$ cat src/rtl/register_file_sb_if.sv
// Bus bundle for register_file_sb: read ports, write port and scoreboard issue port.
// Clock and reset stay as plain ports on the module.
interface register_file_sb_if #(
   parameter int DATA_WIDTH = 32,
   parameter int ADDR_WIDTH = 5
);
   logic [ADDR_WIDTH-1:0] Read_Register1;
   logic [ADDR_WIDTH-1:0] Read_Register2;
   logic [DATA_WIDTH-1:0] Read_Data1;
   logic [DATA_WIDTH-1:0] Read_Data2;
   logic                  Read_Busy1;
   logic                  Read_Busy2;
   logic                  Write_Enable;
   logic [ADDR_WIDTH-1:0] Write_Register;
   logic [DATA_WIDTH-1:0] Write_Data;
   logic                  Issue_Valid;
   logic [ADDR_WIDTH-1:0] Issue_Register;
   logic                  Issue_Stall;

   modport master (
      output Read_Register1, Read_Register2,
      output Write_Enable, Write_Register, Write_Data,
      output Issue_Valid, Issue_Register,
      input  Read_Data1, Read_Data2, Read_Busy1, Read_Busy2, Issue_Stall
   );

   modport slave (
      input  Read_Register1, Read_Register2,
      input  Write_Enable, Write_Register, Write_Data,
      input  Issue_Valid, Issue_Register,
      output Read_Data1, Read_Data2, Read_Busy1, Read_Busy2, Issue_Stall
   );
endinterface

$ cat src/rtl/register_file_sb.sv
// Two-read/one-write register file with a per-register busy scoreboard.
// Optional macro REGFILE_BYPASS_EN forwards a same-cycle write to the read ports.
module register_file_sb #(
   parameter int DATA_WIDTH = 32,
   parameter int ADDR_WIDTH = 5,
   parameter int ZERO_REG   = 1
) (
   input  logic                Clock,
   input  logic                Reset_n,
   register_file_sb_if.slave   bus
);
   localparam int DEPTH = 1 << ADDR_WIDTH;

   logic [DATA_WIDTH-1:0] r_regs [DEPTH];
   logic [DEPTH-1:0]      r_busy;
   logic [DATA_WIDTH-1:0] r_rd_data1;
   logic [DATA_WIDTH-1:0] r_rd_data2;
   logic                  r_rd_busy1;
   logic                  r_rd_busy2;

   logic [DEPTH-1:0]      w_busy_next;
   logic                  w_wr_zero;
   logic                  w_wr_en;
   logic                  w_iss_zero;
   logic                  w_wr_hits_iss;
   logic                  w_stall;
   logic                  w_iss_acc;
   logic [DATA_WIDTH-1:0] w_rd_data1;
   logic [DATA_WIDTH-1:0] w_rd_data2;
   logic                  w_rd_busy1;
   logic                  w_rd_busy2;

   assign w_wr_zero     = (ZERO_REG != 0) && (bus.Write_Register == '0);
   assign w_iss_zero    = (ZERO_REG != 0) && (bus.Issue_Register == '0);
   assign w_wr_en       = bus.Write_Enable && !w_wr_zero;
   assign w_wr_hits_iss = bus.Write_Enable && (bus.Write_Register == bus.Issue_Register);

   // Issue handshake: Issue_Valid requests a destination; Issue_Stall is the
   // combinational back-pressure; the issue is taken at the edge iff Valid && !Stall.
   // A write retiring the same register in the same cycle releases the stall.
   assign w_stall   = Reset_n && bus.Issue_Valid && r_busy[bus.Issue_Register] && !w_wr_hits_iss;
   assign w_iss_acc = bus.Issue_Valid && !w_stall && !w_iss_zero;
   assign bus.Issue_Stall = w_stall;

   // Set after clear so a new producer wins over the retiring write.
   always_comb begin
      w_busy_next = r_busy;
      if (w_wr_en)   w_busy_next[bus.Write_Register] = 1'b0;
      if (w_iss_acc) w_busy_next[bus.Issue_Register] = 1'b1;
   end

   always_comb begin
      w_rd_data1 = r_regs[bus.Read_Register1];
      w_rd_data2 = r_regs[bus.Read_Register2];
      w_rd_busy1 = r_busy[bus.Read_Register1];
      w_rd_busy2 = r_busy[bus.Read_Register2];
`ifdef REGFILE_BYPASS_EN
      if (w_wr_en && (bus.Write_Register == bus.Read_Register1)) begin
         w_rd_data1 = bus.Write_Data;
         w_rd_busy1 = w_busy_next[bus.Read_Register1];
      end
      if (w_wr_en && (bus.Write_Register == bus.Read_Register2)) begin
         w_rd_data2 = bus.Write_Data;
         w_rd_busy2 = w_busy_next[bus.Read_Register2];
      end
`else
      // Read-before-write: a same-cycle write becomes visible on the next read.
`endif
   end

   always_ff @(posedge Clock or negedge Reset_n) begin
      if (!Reset_n) begin
         for (int i = 0; i < DEPTH; i++) r_regs[i] <= '0;
         r_busy     <= '0;
         r_rd_data1 <= '0;
         r_rd_data2 <= '0;
         r_rd_busy1 <= 1'b0;
         r_rd_busy2 <= 1'b0;
      end else begin
         if (w_wr_en) r_regs[bus.Write_Register] <= bus.Write_Data;
         r_busy     <= w_busy_next;
         r_rd_data1 <= w_rd_data1;
         r_rd_data2 <= w_rd_data2;
         r_rd_busy1 <= w_rd_busy1;
         r_rd_busy2 <= w_rd_busy2;
      end
   end

   assign bus.Read_Data1 = r_rd_data1;
   assign bus.Read_Data2 = r_rd_data2;
   assign bus.Read_Busy1 = r_rd_busy1;
   assign bus.Read_Busy2 = r_rd_busy2;
endmodule
$ cat src/flat_wrapper.sv
// flat-port wrapper written by rule: the top's interface ports become plain ports
module register_file_sb_flat 
#(
   parameter int DATA_WIDTH = 32,
   parameter int ADDR_WIDTH = 5,
   parameter int ZERO_REG   = 1
)
  (Clock, Reset_n, bus_Read_Register1, bus_Read_Register2, bus_Write_Enable, bus_Write_Register, bus_Write_Data, bus_Issue_Valid, bus_Issue_Register, bus_Read_Data1, bus_Read_Data2, bus_Read_Busy1, bus_Read_Busy2, bus_Issue_Stall);
  register_file_sb_if #(.DATA_WIDTH(DATA_WIDTH), .ADDR_WIDTH(ADDR_WIDTH)) bus_i ();
  input  logic Clock;
  input  logic Reset_n;
  input wire logic [$bits(bus_i.Read_Register1)-1:0] bus_Read_Register1;
  input wire logic [$bits(bus_i.Read_Register2)-1:0] bus_Read_Register2;
  input wire logic [$bits(bus_i.Write_Enable)-1:0] bus_Write_Enable;
  input wire logic [$bits(bus_i.Write_Register)-1:0] bus_Write_Register;
  input wire logic [$bits(bus_i.Write_Data)-1:0] bus_Write_Data;
  input wire logic [$bits(bus_i.Issue_Valid)-1:0] bus_Issue_Valid;
  input wire logic [$bits(bus_i.Issue_Register)-1:0] bus_Issue_Register;
  output wire logic [$bits(bus_i.Read_Data1)-1:0] bus_Read_Data1;
  output wire logic [$bits(bus_i.Read_Data2)-1:0] bus_Read_Data2;
  output wire logic [$bits(bus_i.Read_Busy1)-1:0] bus_Read_Busy1;
  output wire logic [$bits(bus_i.Read_Busy2)-1:0] bus_Read_Busy2;
  output wire logic [$bits(bus_i.Issue_Stall)-1:0] bus_Issue_Stall;
  assign bus_i.Read_Register1 = bus_Read_Register1;
  assign bus_i.Read_Register2 = bus_Read_Register2;
  assign bus_i.Write_Enable = bus_Write_Enable;
  assign bus_i.Write_Register = bus_Write_Register;
  assign bus_i.Write_Data = bus_Write_Data;
  assign bus_i.Issue_Valid = bus_Issue_Valid;
  assign bus_i.Issue_Register = bus_Issue_Register;
  assign bus_Read_Data1 = bus_i.Read_Data1;
  assign bus_Read_Data2 = bus_i.Read_Data2;
  assign bus_Read_Busy1 = bus_i.Read_Busy1;
  assign bus_Read_Busy2 = bus_i.Read_Busy2;
  assign bus_Issue_Stall = bus_i.Issue_Stall;
  register_file_sb #(.DATA_WIDTH(DATA_WIDTH), .ADDR_WIDTH(ADDR_WIDTH), .ZERO_REG(ZERO_REG)) u_core (.Clock(Clock), .Reset_n(Reset_n), .bus(bus_i));
endmodule
$ cat config.mk
export PLATFORM = sky130hd
export DESIGN_NAME = register_file_sb_flat
export DESIGN_NICKNAME = d
export VERILOG_FILES = /design/src/rtl/register_file_sb_if.sv /design/src/rtl/register_file_sb.sv /design/src/flat_wrapper.sv
export SDC_FILE = /design/constraint.sdc
export NUM_CORES = 2
export LEC_CHECK = 0
export ABC_CLOCK_PERIOD_IN_PS = 3050
export CAP_MARGIN = 20
export CORE_ASPECT_RATIO = 1.5
export CORE_MARGIN = 4
export CORE_UTILIZATION = 57
export DETAILED_ROUTE_END_ITERATION = 16
export PLACE_DENSITY_LB_ADDON = 0.2
export REMOVE_ABC_BUFFERS = 1
export SYNTH_ARGS = -nofsm -noshare
export SYNTH_HDL_FRONTEND = slang
export SYNTH_SLANG_ARGS = --single-unit
$ cat constraint.sdc
create_clock -name Clock -period 3.05 [get_ports Clock]
set_input_delay 0.7625 -clock Clock [delete_from_list [all_inputs] [get_ports Clock]]
set_output_delay 0.7625 -clock Clock [all_outputs]
set_load 0.005 [all_outputs]
# Yosys cells after proc, flatten, opt, wreduce, memory -nomap -nowiden

Cells that the tools add are included.

Equal/unequal tests: 1
Reductions and logical operators: 16
Mux-type cells: 21
$lt $le $gt $ge: 10
Bitwise logic cells: 6

Operators by type and width:

| kind                                                               | number |
|---|---|
| bitwise mux 1024 bit                                               | 1 |
| binary-select mux 32 bit (select 5 bit)                            | 2 |
| 2-to-1 mux 32 bit                                                  | 7 |
| demux 32 bit (select 5 bit)                                        | 1 |
| AND 32 bit                                                         | 1 |
| inverter 32 bit                                                    | 1 |
| bitwise OR 32 bit                                                  | 1 |
| < comparator 5 x 6 -> 1 bit (second input constant)                | 4 |
| greater-or-equal comparator 6 bit (second input constant)          | 3 |
| inverter 5 -> 6 bit                                                | 3 |
| binary-select mux 1 bit (select 5 bit)                             | 3 |
| demux 1 bit (select 5 bit)                                         | 2 |
| greater-or-equal comparator 5 x 1 -> 1 bit (second input constant) | 2 |
| logical AND 1 bit                                                  | 10 |
| logical NOT 5 bit                                                  | 2 |
| < comparator 6 x 1 -> 1 bit (second input constant)                | 1 |
| == test 5 bit                                                      | 1 |
| 2-to-1 mux 1 bit                                                   | 5 |
| logical NOT 1 bit                                                  | 4 |

Bits in registers: 1122
Bits of input ports: 56
Output and inout port bits: 67

# Depth between registers and ports, before layout

Depth in word-level cells: 9
Gate-level depth with buffers: 8
Mapped depth without buffers: 5

# Least setup slack after synthesis

No wires, ideal clock.

Path type: input -> output
Start: in bus_Issue_Register[4]
End: out bus_Issue_Stall
Data required time: 2.288 ns
Path buffers: 3
Data arrival time: 2.272 ns
Cell stages on the path: 8
Path slack: 0.016 ns
Cell sequence: buf_2 > or3b_2 > clkbuf_1 > o21ai_0 > nor3_1 > o22a_1 > buf_1 > nor2_1

Cells in the longest elaborated chain, start to end: 4
Elaborated cells between the ends (all ways): 7
Classes of those cells: 1 x eq/ne; 2 x mux; 4 x reduce/logical

RTL lines:

| item                                                                               | line                                           | source |
|---|---|---|
| start: declaration                                                                 | flat_wrapper.sv:18                             | `input wire logic [$bits(bus_i.Issue_Register)-1:0] bus_Issue_Register;` |
| binary-select mux 1 bit (select 5 bit) / == test 5 bit (equally long branches)     | register_file_sb.sv:41, register_file_sb.sv:36 |  |
| 2-to-1 mux 1 bit (implied by the code) / logical AND 1 bit (equally long branches) | register_file_sb.sv:41, register_file_sb.sv:36 |  |
| logical AND 1 bit / logical NOT 1 bit (equally long branches)                      | register_file_sb.sv:41                         | `assign w_stall = Reset_n && bus.Issue_Valid && r_busy[bus.Issue_Register] && !w_wr_hits_iss;` |
| logical AND 1 bit *                                                                | register_file_sb.sv:41                         |  |
| end: declaration                                                                   | flat_wrapper.sv:23                             | `output wire logic [$bits(bus_i.Issue_Stall)-1:0] bus_Issue_Stall;` |

Every way passes the cells marked *; elsewhere a longest branch is shown, timed or not. The select of a mux whose other input is x is not followed.

# Final worst setup path

Start: in bus_Issue_Register[2]
End: out bus_Issue_Stall

The elaborated chain is that of the path after synthesis.

==> reports/metrics.csv <==
metric,value,unit
cp_slowest_cell,or3_4,
worst-setup-path-type,in2out,
ys_warn_count,0,
grt_pass1_vias,38167,
cts_tree,done,
powerDensity,663,nW/µm²
drc,0,
yosys.area_share.simple,1.02,%
hold_viol,0,
num_rows,142,
min_period_over_period,97.2,%
ant_nets,0,
crit_fanout,6,
setup_viol_count_final,0,
use_met1,41.1,%
pin_count,123,
worst_pin_slew,1.07,ns
max_freq,0.337,GHz
yosysTopAreaCellShare,48.5,%
coreArea,100000,µm²
dp_hpwl,97900,µm
hp-class,in2async,
post_drt_wl_per_cell,33.1,µm
synth_xor_area_share,0.0757,%
nFillCells,6617,
clkLatencyLatePin,0.71,ns
port_buffers,122,
via_per_inst,6.98,
skew,0.0160,ns
internal_power,0.0325,W
synthCells,3451,
start_kind,primary input,
worst_r2r_path_depth,3,
crit_buf_inv,3,
leakage,28.3,nW
setup.worst_path.end_class,output port,
crit_chain,"buf_2, buf_4, or3_4, o22ai_2, nor4_2, o22a_1, nor2_2, clkdlybuf4s15_2",
arrival,2.20,ns
power_frac_clock,33.0,%
switching_share,25.9,%
dieArea,107000,µm²
timing.slew.headroom,28.6,%
synth_area_leaders,"dfrtp_1 49%, mux4_2 26%, mux2_2 21%",
finalNonFillerCells,4896,
synth_cell_type_count,30,
clock-root-buffer,clkbuf_16,
cts_max_level,3,
r2r_end,u_core.bus.Read_Busy1,
die_h,398,µm
grt_busiest_layer,met2,
cp.required,2.29,ns
start_util,57.6,%
clk_pin_slew,0.06,ns
track_usage,31.3,%
synth_compound_area_share,0.926,%
rsz0062_at_grt,no,
cts_made_buffers,105,
vdd_drop_max,0.458,mV
antenna_found_initial,5,
vias,34176,
placed_cells,4695,
drtIter0Drc,2951,
nNetsFinal,3565,
grt_pass1_wl,246000,µm
die_x,268,µm
mostFrequentLayoutCell,dfrtp_1,
drive_above_1_share,61.2,%
use_met2,52.4,%
cp_top_family,simple AND/OR/NAND/NOR gates,
dpl_cell_area,62200,µm²
p_switching,0.0113,W
outcome,completed,
finalSetupTns,0,ns
syn_to_final_growth,14.2,%
avgSynthCellArea,16.8,µm²
clock_path_buffers,3,
ys_seq_elements,1122,
netlist_area,57800,µm²
synth_seq_area_share,48.5,%
synthAdderAreaFrac,0,%
reg2reg_setup_slack,1.16,ns
gp_congestion,0.880,
final_cell_mix,"1122 x dfrtp_1, 1058 x mux2_2, 660 x mux4_2, 125 x buf_4",
max_stage_delay,0.38,ns
yosysTopAreaCell,dfrtp_1,
design_area,66100,µm²
grt_overflow,0,
drtPass1Iterations,5,
power,0.0438,W
period_minus_slack,2.96,ns
synth_top_family_by_area,multiplexers,
comb_power_share,21.3,%
clock-sinks,1122,
timing.rr.start,u_core.r_busy[27],
pwr-share-seq,45.7,%
wl,162000,µm
grt_use_met3,4.91,%
maxCapViolations,0,
final_util,65.8,%
grt_max_degree,190,
slew_violations,0,
synthMuxAreaShare,46.6,%
metal layers:
| metal | vias up | wire length, µm |
|---|---|---|
| met5 | - | 21 |
| met4 | 4 | 7590 |
| met3 | 411 | 10300 |
| met2 | 1351 | 82700 |
| met1 | 18814 | 61200 |
| li1 | 13596 | - |
worst max path at each step:
stage | start | end | slack, ns | cells past startpoint
2_1_floorplan | bus_Write_Register[0] | u_core.r_busy[20] | -0.19 | 5
6_report | bus_Issue_Register[2] | bus_Issue_Stall | 0.09 | 8
3_5_place_dp | bus_Issue_Register[4] | bus_Issue_Stall | -0.72 | 8
5_1_grt | bus_Issue_Register[2] | bus_Issue_Stall | 0.01 | 8
4_1_cts | bus_Issue_Register[4] | bus_Issue_Stall | 0.009 | 8
3_3_place_gp | bus_Issue_Register[2] | bus_Issue_Stall | -0.73 | 8
flip-flops by register name, indices dropped and copies added, names as in the netlist:
signal	flops
u_core.bus.Read_Data2	32
u_core.bus.Read_Busy1	1
u_core.bus.Read_Data1	32
u_core.bus.Read_Busy2	1
u_core.r_busy	32
u_core.r_regs	1024
metrics by stage:
step / setup slack [ns] / hold slack [ns]
floorplan: -0.193 / 0.365
global placement: -0.727 / 0.376
detailed placement: -0.722 / 0.383
CTS: 0.00883 / 0.0473
global route: 0.0133 / 0.0744
finish: 0.0859 / 0.0617
kinds of logic after synthesis:
kind of cell           after synthesis
XOR/XNOR                             5
multiplexers                      1734
AO/OA/AOI/OAI                       70
AND/OR/NAND/NOR                    122
flip-flops                        1122
buffers and inverters              398
cells in the mapped netlist:
master    number
nand2_1       19
nor3_1         3
o21ai_0        2
xnor2_1        5
nor3b_1        4
buf_4         12
or3b_2         4
nand4_1        1
a22o_1        15
mux2i_1       16
o22ai_1        4
clkbuf_1     258
a21o_1        15
nor4_1         2
or3_1          1
nor2b_1       16
nor2_1        57
a21bo_2       16
mux2_2      1058
nand3_1        4
o211ai_1       1
buf_6          6
mux4_2       660
buf_1         62
o22a_1         1
a21oi_1       16
buf_2         60
nand3b_1      10
and3_1         1
dfrtp_1     1122
timing repair:
action	CTS	global route
gates cloned	1	0
hold buffers	0	0
setup endpoints to repair	1	1
gates resized for setup	24	13
endpoints found under the hold margin	0	0
buffers inserted	1	0
pin swaps	6	3
power by group through the flow:
| stage | registers, W | clock network (W) | logic, W |
|---|---|---|---|
| floorplan | 0.0194 | 0 | 0.00625 |
| global placement | 0.0198 | 0 | 0.00900 |
| detailed placement | 0.0202 | 0 | 0.00933 |
| CTS | 0.0199 | 0.0147 | 0.00940 |
| global route | 0.0203 | 0.0153 | 0.00998 |
| finish | 0.0200 | 0.0145 | 0.00934 |
final cells by class:
class,instances,area [µm²],share of cell area [%]
Clock inverter,55,847,1.28
Multi-Input combinational cell,1931,28300,42.9
Antenna cell,2,5.00,0.00757
Clock buffer,141,2960,4.48
Tap cell,1296,1620,2.45
Sequential cell,1122,28100,42.5
Timing Repair Buffer,349,4240,6.41
Note: power is estimated with default switching activity, not from simulation.
